### src/rtl/decode_ctrl.sv
// Two-stage decode/control: instruction register plus registered control word, with flush.
// Define DECODE_HAZARD_STALL_EN to enable RAW hazard detection and single-cycle stall.
module decode_ctrl #(
  parameter logic [15:0] NOP_WORD = 16'h0000
) (
  input  logic        clk,
  input  logic        rst_n,
  input  logic [15:0] instr_in,
  input  logic        instr_valid,
  input  logic        branch_taken,
  output logic        pc_hold,
  output logic [2:0]  da,
  output logic [2:0]  aa,
  output logic [2:0]  ba,
  output logic [5:0]  imm,
  output logic        cs,
  output logic        ma,
  output logic        mb,
  output logic [1:0]  md,
  output logic [4:0]  fs,
  output logic        rw,
  output logic        mw,
  output logic [1:0]  bs,
  output logic        ps,
  output logic        illegal_op
);

  typedef struct packed {
    logic [2:0] da;
    logic [2:0] aa;
    logic [2:0] ba;
    logic [5:0] imm;
    logic       cs;
    logic       ma;
    logic       mb;
    logic [1:0] md;
    logic [4:0] fs;
    logic       rw;
    logic       mw;
    logic [1:0] bs;
    logic       ps;
  } cw_t;

  localparam cw_t Bubble = '0;

  localparam logic [6:0] OpNop = 7'b0000000;
  localparam logic [6:0] OpAdd = 7'b0000010;
  localparam logic [6:0] OpSub = 7'b0000101;
  localparam logic [6:0] OpAnd = 7'b0001000;
  localparam logic [6:0] OpOr  = 7'b0001001;
  localparam logic [6:0] OpXor = 7'b0001010;
  localparam logic [6:0] OpAdi = 7'b0100010;
  localparam logic [6:0] OpLdi = 7'b1001100;
  localparam logic [6:0] OpLd  = 7'b0010000;
  localparam logic [6:0] OpIn  = 7'b0010001;
  localparam logic [6:0] OpSt  = 7'b0100000;
  localparam logic [6:0] OpBz  = 7'b1100000;
  localparam logic [6:0] OpBnz = 7'b1001000;
  localparam logic [6:0] OpJmr = 7'b1110000;
  localparam logic [6:0] OpJmp = 7'b1101000;
  localparam logic [6:0] OpJml = 7'b0110000;

  logic [15:0] ir_q, ir_d;
  cw_t         cw_q, cw_d, dec;
  logic        dec_illegal;
  logic        illegal_q, illegal_d;
  logic        stall;
  logic [6:0]  opcode;

  assign opcode = ir_q[15:9];

  always_comb begin
    dec             = Bubble;
    dec_illegal     = 1'b0;
    dec.da          = ir_q[8:6];
    dec.aa          = ir_q[5:3];
    dec.ba          = ir_q[2:0];
    dec.imm         = ir_q[5:0];
    case (opcode)
      OpNop: dec.rw = 1'b0;
      OpAdd: begin
        dec.fs = 5'b00010;
        dec.rw = 1'b1;
      end
      OpSub: begin
        dec.fs = 5'b00101;
        dec.rw = 1'b1;
      end
      OpAnd: begin
        dec.fs = 5'b01000;
        dec.rw = 1'b1;
      end
      OpOr: begin
        dec.fs = 5'b01001;
        dec.rw = 1'b1;
      end
      OpXor: begin
        dec.fs = 5'b01010;
        dec.rw = 1'b1;
      end
      OpAdi: begin
        dec.fs = 5'b00010;
        dec.mb = 1'b1;
        dec.cs = 1'b1;
        dec.rw = 1'b1;
      end
      OpLdi: begin
        dec.fs = 5'b01100;
        dec.mb = 1'b1;
        dec.rw = 1'b1;
      end
      OpLd: begin
        dec.md = 2'b01;
        dec.rw = 1'b1;
      end
      OpIn: begin
        dec.md = 2'b10;
        dec.rw = 1'b1;
      end
      OpSt: dec.mw = 1'b1;
      OpBz: begin
        dec.bs = 2'b01;
        dec.mb = 1'b1;
        dec.cs = 1'b1;
      end
      OpBnz: begin
        dec.bs = 2'b01;
        dec.ps = 1'b1;
        dec.mb = 1'b1;
        dec.cs = 1'b1;
      end
      OpJmr: dec.bs = 2'b10;
      OpJmp: begin
        dec.bs = 2'b11;
        dec.mb = 1'b1;
        dec.cs = 1'b1;
      end
      OpJml: begin
        // Link register is always R7.
        dec.bs = 2'b11;
        dec.ma = 1'b1;
        dec.mb = 1'b1;
        dec.cs = 1'b1;
        dec.rw = 1'b1;
        dec.da = 3'd7;
      end
      default: begin
        dec         = Bubble;
        dec_illegal = 1'b1;
      end
    endcase
  end

`ifdef DECODE_HAZARD_STALL_EN
  logic reads_a, reads_b;

  always_comb begin
    reads_a = ~dec_illegal;
    reads_b = 1'b0;
    case (opcode)
      OpNop, OpLdi, OpIn, OpJmp:                 reads_a = 1'b0;
      OpAdd, OpSub, OpAnd, OpOr, OpXor, OpSt:    reads_b = 1'b1;
      default:                                   reads_b = 1'b0;
    endcase
  end

  // R0 is never a real destination, so writes to it cannot create a hazard.
  assign stall = cw_q.rw && (cw_q.da != 3'd0) &&
                 ((reads_a && (dec.aa == cw_q.da)) || (reads_b && (dec.ba == cw_q.da)));
`else
  assign stall = 1'b0;
`endif

  assign pc_hold = stall && !branch_taken;

  always_comb begin
    ir_d      = ir_q;
    cw_d      = dec;
    illegal_d = dec_illegal;
    if (branch_taken) begin
      ir_d      = NOP_WORD;
      cw_d      = Bubble;
      illegal_d = 1'b0;
    end else if (stall) begin
      cw_d      = Bubble;
      illegal_d = 1'b0;
    end else begin
      ir_d = instr_valid ? instr_in : NOP_WORD;
    end
  end

  always_ff @(posedge clk or negedge rst_n) begin
    if (!rst_n) begin
      ir_q      <= NOP_WORD;
      cw_q      <= Bubble;
      illegal_q <= 1'b0;
    end else begin
      ir_q      <= ir_d;
      cw_q      <= cw_d;
      illegal_q <= illegal_d;
    end
  end

  assign da         = cw_q.da;
  assign aa         = cw_q.aa;
  assign ba         = cw_q.ba;
  assign imm        = cw_q.imm;
  assign cs         = cw_q.cs;
  assign ma         = cw_q.ma;
  assign mb         = cw_q.mb;
  assign md         = cw_q.md;
  assign fs         = cw_q.fs;
  assign rw         = cw_q.rw;
  assign mw         = cw_q.mw;
  assign bs         = cw_q.bs;
  assign ps         = cw_q.ps;
  assign illegal_op = illegal_q;

endmodule
### config.mk
export PLATFORM = sky130hd
export DESIGN_NAME = decode_ctrl
export DESIGN_NICKNAME = d
export VERILOG_FILES = /design/src/rtl/decode_ctrl.sv
export SDC_FILE = /design/constraint.sdc
export NUM_CORES = 1
export LEC_CHECK = 0
export ABC_AREA = 1
export CORE_ASPECT_RATIO = 0.9
export CORE_UTILIZATION = 45
export CTS_CLUSTER_DIAMETER = 50
export DETAILED_ROUTE_END_ITERATION = 8
export GPL_ROUTABILITY_DRIVEN = 0
export PLACE_DENSITY = 0.76
export SLEW_MARGIN = 20
export SYNTH_ARGS = -nofsm -noshare
export SYNTH_HDL_FRONTEND = slang
export SYNTH_SLANG_ARGS = --single-unit
export TNS_END_PERCENT = 100
### constraint.sdc
create_clock -name clk -period 1.85 [get_ports clk]
set_input_delay 0.37 -clock clk [delete_from_list [all_inputs] [get_ports clk]]
set_output_delay 0.37 -clock clk [all_outputs]
set_load 0.05 [all_outputs]
## Word-level counts from Yosys, hierarchy flattened

Index checks and enable logic that the tools add are counted.

| operators by class | value |
|---|---|
| order comparisons | 0 |
| multiply operators | 0 |
| bitwise operators | 0 |
| div/mod/pow operators | 0 |
| add/subtract/negate cells | 0 |
| reduce and logical (&&, ||, !) cells | 9 |
| mux-type cells | 16 |
| shifts and indexed selects | 0 |
| equal/unequal tests | 15 |

Operators with widths:

| operator | count |
|---|---|
| == test 7 bit, second input constant | 5 |
| 2-to-1 mux 16 bit | 2 |
| 2-to-1 mux 30 bit | 1 |
| case mux 4 bit (6 select lines) | 1 |
| == test 7 x 4 -> 1 bit, second input constant | 3 |
| == test 7 x 6 -> 1 bit, second input constant | 3 |
| OR reduction 16 bit | 1 |
| OR reduction 15 bit | 1 |
| == test 7 x 5 -> 1 bit, second input constant | 2 |
| 2-to-1 mux 12 bit | 1 |
| OR reduction 10 bit | 1 |
| 2-to-1 mux 1 bit | 8 |
| == test 7 x 2 -> 1 bit, second input constant | 1 |
| == test 7 x 3 -> 1 bit, second input constant | 1 |
| logical NOT 7 bit | 1 |
| case mux 2 bit (3 select lines) | 1 |
| case mux 3 bit (2 select lines) | 1 |
| OR reduction 2 bit | 3 |
| OR reduction 6 bit | 1 |
| OR reduction 5 bit | 1 |
| case mux 2 bit (2 select lines) | 1 |

| storage, ports and cells | value |
|---|---|
| RAM bits | 0 |
| memories kept | 0 |
| logic and storage cells | 55 |
| output and inout bits | 32 |
| bits in read-only memories | 0 |
| bits of input ports | 20 |
| register bits | 47 |
| latch bits | 0 |

## Longest topological paths before layout

Gate-level depths: netlist of run 1.

| logic depth | value |
|---|---|
| depth in word-level cells | 4 |
| mapped depth | 10 |
| depth with buffers taken out | 10 |

## Least setup slack after synthesis of run 1

OpenSTA, ideal clock, no wires.

| timing path | value |
|---|---|
| path type | register to output |
| start point | register cw_q (netlist bit imm[0]) |
| end point | output imm[0] |
| buffers on the path | 1 |
| stages on the path, launching flop included | 2 |
| data required time | 1.480 ns |
| arrival | 0.886 ns |
| path slack | 0.594 ns |
| path through | dfrtp_1 -> buf_4 |

RTL lines:

| element | RTL line | RTL |
|---|---|---|
| start: declaration | 64 | `cw_t cw_q, cw_d, dec;` |
| start signal: assignment | 195 | `cw_q <= Bubble;` |
| start signal: assignment | 199 | `cw_q <= cw_d;` |
| end: declaration | 15 | `output logic [5:0] imm,` |

No word-level cell between the ends.

## Worst setup path after layout of run 1

| timing path | value |
|---|---|
| start point | register cw_q (netlist bit imm[0]) |
| end point | output imm[0] |

No word-level cell between the ends.

==> summary.txt, run 1 <==
R2R depth - 7
warning count from the yosys run - 0
GR Util All Layers - 0.1900
sequential fraction of the synthesis area - 0.5491
Vias - 1549
Area Overhead vs Synth - 32.67%
vias in the first global route - 1480
root buffer cell - clkbuf_8
Synth top area share - 0.5491
Cell Int Power - 1.400 mW
Die H - 62.38 µm
antenna-violating nets left - 0
worst reg2reg path endpoint - imm[3]
TritonCTS Sinks - 40
CP Class - reg -> out
Critical-path top delay cell - clkdlybuf4s50_1
Critical Path Sink Type - output port
Cells after Synth - 228
num rows - 21
worst vdd ir - 0.0004876 V
CP Data Required Time - 1.48 ns
global-route wire length before repair - 6417 µm
WP buf/inv - 1
Routed WL - 3667 µm
GR met3 Demand/Resource - 0.04516
count of final hold-check violations - 0
cell taking the most area after synthesis - dfrtp_1
CP Max Fanout - 2
post-route cell area - 0.002419 mm²
Syn Area/Cell - 7.996 µm²
final worst path period need - 1.814 ns
number of I/O port buffers - 49
Post-Route Skew - 0.003104 ns
initial drt markers - 88
antenna violations before repair - 0
Worst R2R Start - ir_q[15]
Yosys cell types - 20
Post-CTS Hold Buffers - 0
status - completed
core area - 0.003810 mm²
clock tree from TritonCTS - done
Leak Pwr - 1.361 nW
H-Tree Depth - 2
final core utilization - 0.6348
DR DRC count - 0
initial core utilization - 0.4785
Slew @ Worst Pin - 0.8521 ns
die width - 69.09 µm
Critical Path Stages - 1
Combinational Power Share - 0.155
Power Density - 786.2 mW/mm²
Worst path max stage delay - 0.81 ns
dpl hpwl - 2716 µm
Final setup viols - 0
count of final max-slew check failures - 0
Slew headroom - 0.4319
I/O Pins - 52
n_diodes - 0
largest net degree at the start of global routing - 41
Layout Cells excl Fill - 322
number of synthesized register bits - 40
WL/cell - 11.39 µm
mapped cell area - 0.001823 mm²
layout cell share with drive strength beyond 1 - 0.1558
Reg clk slew, reported paths - 0.08 ns
grt peak-use layer - met2
worst skew pair latency - 0.29 ns
Power Total - 1.902 mW
arrival time of the worst setup path - 1.44 ns
Fmax - 551.3 MHz
nets - 295
Sw Ratio - 0.2636
die area - 0.004310 mm²
Cell Chain, Critical Path - clkdlybuf4s50_1
R2R setup slack - 0.31 ns
Fillers - 336
via/cell ratio - 4.811
CTS Buffer Depth - 2
Tcrit/Tclk final - 0.9805
top post-synthesis cells by area - dfrtp_1, nand2_1, nor2_1
Cells after DPL - 314
grt met1 use - 0.2329
Clk pwr share - 0.365
Num CTS Buffers - 5
GR Util met2 - 0.3228
Flop pwr share - 0.481
total global routing overflow - 0
CP top delay family - buffers and inverters
Startpoint Class - register
DR pass1 iterations - 4
Max Cap Violations - 0
switching power - 0.5012 mW
Critical path origin - imm[0]
Placement Cell Area - 0.002292 mm²
hold crit path type - in -> async
area by class of cell:
class | count | area (µm²) | share of cell area
Clock buffer | 5 | 68.82 | 0.02845
Clock inverter | 3 | 42.54 | 0.01759
Inverter | 23 | 86.33 | 0.03570
Multi-Input combinational cell | 152 | 656.9 | 0.2716
Sequential cell | 40 | 1001 | 0.4139
Tap cell | 46 | 57.56 | 0.02380
Timing Repair Buffer | 53 | 505.5 | 0.2090
routing by layer:
metal  share of wire  vias up
met1            0.43      714
met4           0.010        0
li1                -      769
met2            0.51       59
met3           0.049        7
met5               0        -
synthesized netlist by cell type, drive strengths merged:
library cell   n
buf            8
dfrtp         40
a21oi          8
conb           1
nor3           3
clkbuf         6
nand3          9
nand2         63
nand4          1
o211ai         1
inv           23
o21ai          2
a2111oi        1
nor2          62
worst max path at each step:
| stage | endpoint | slack (ns) |
|---|---|---|
| global route | imm[0] | -0.004 |
| CTS | ba[2] | 0.02 |
| global placement | fs[0] | 0.18 |
| detailed placement | cs | 0.20 |
| finish | imm[0] | 0.04 |
| floorplan | imm[0] | 0.59 |
per-stage QoR:
step / setup TNS, ns / hold WS (ns) / setup WS, ns
final: 0 / 0.1849 / 0.03615
after detailed placement: 0 / 0.4885 / 0.2042
after global placement: 0 / 0.4770 / 0.1826
after CTS: 0 / 0.2143 / 0.02022
after floorplan: 0 / 0.07441 / 0.5937
after global routing: -0.003769 / 0.2508 / -0.003769
repair_timing:
action | CTS | global route
gates resized for setup | 0 | 6
buffers inserted | 0 | 0
endpoints found under the setup margin | 0 | 8
power by group through the flow:
stage	Combinational [mW]	Sequential, mW	Clock (mW)
floorplan	0.142	0.974	0
finish	0.294	0.914	0.694
global placement	0.289	0.930	0
detailed placement	0.293	0.931	0
CTS	0.295	0.914	0.713
global route	0.321	0.918	0.763
cell families after synthesis:
kind of cell,share of synthesized area
simple gates,0.3198
flops,0.5491
other cells,0.002057
buf+inv,0.09266
compound gates,0.03638
cell usage in the layout, fill, tap and decap left out:
cell,instances
nand2_1,60
nor2_1,52
dfrtp_1,40
clkdlybuf4s50_1,32
inv_1,17
buf_4,14
nor2_2,9
nand3_1,8
a21oi_1,8
inv_2,6
dlymetal6s2s_1,6
clkbuf_8,5
nor3_1,3
nand2_2,2
o21ai_0,2
conb_1,2
o211ai_1,1
nand2_4,1
nand3_2,1
nor2_4,1
nand4_1,1
a2111oi_0,1
bufinv_16,1
clkinvlp_4,1
clkinv_2,1
buf_2,1
sequential cells by signal, indices dropped and copies added, names as in the netlist:
name and cells:
aa 1, bs 2, cs 1, da 3, fs 4, illegal_op 1, imm 5, ir_q 16
ma 1, mb 1, md 2, mw 1, ps 1, rw 1
(Power assumes the default switching activity.)
==> inputs of run 2 (changes only) <==
- CTS_CLUSTER_SIZE: default -> 10
==> results of run 2 <==
Same layout as run 1: the final DEF is identical, and so are final timing and power.
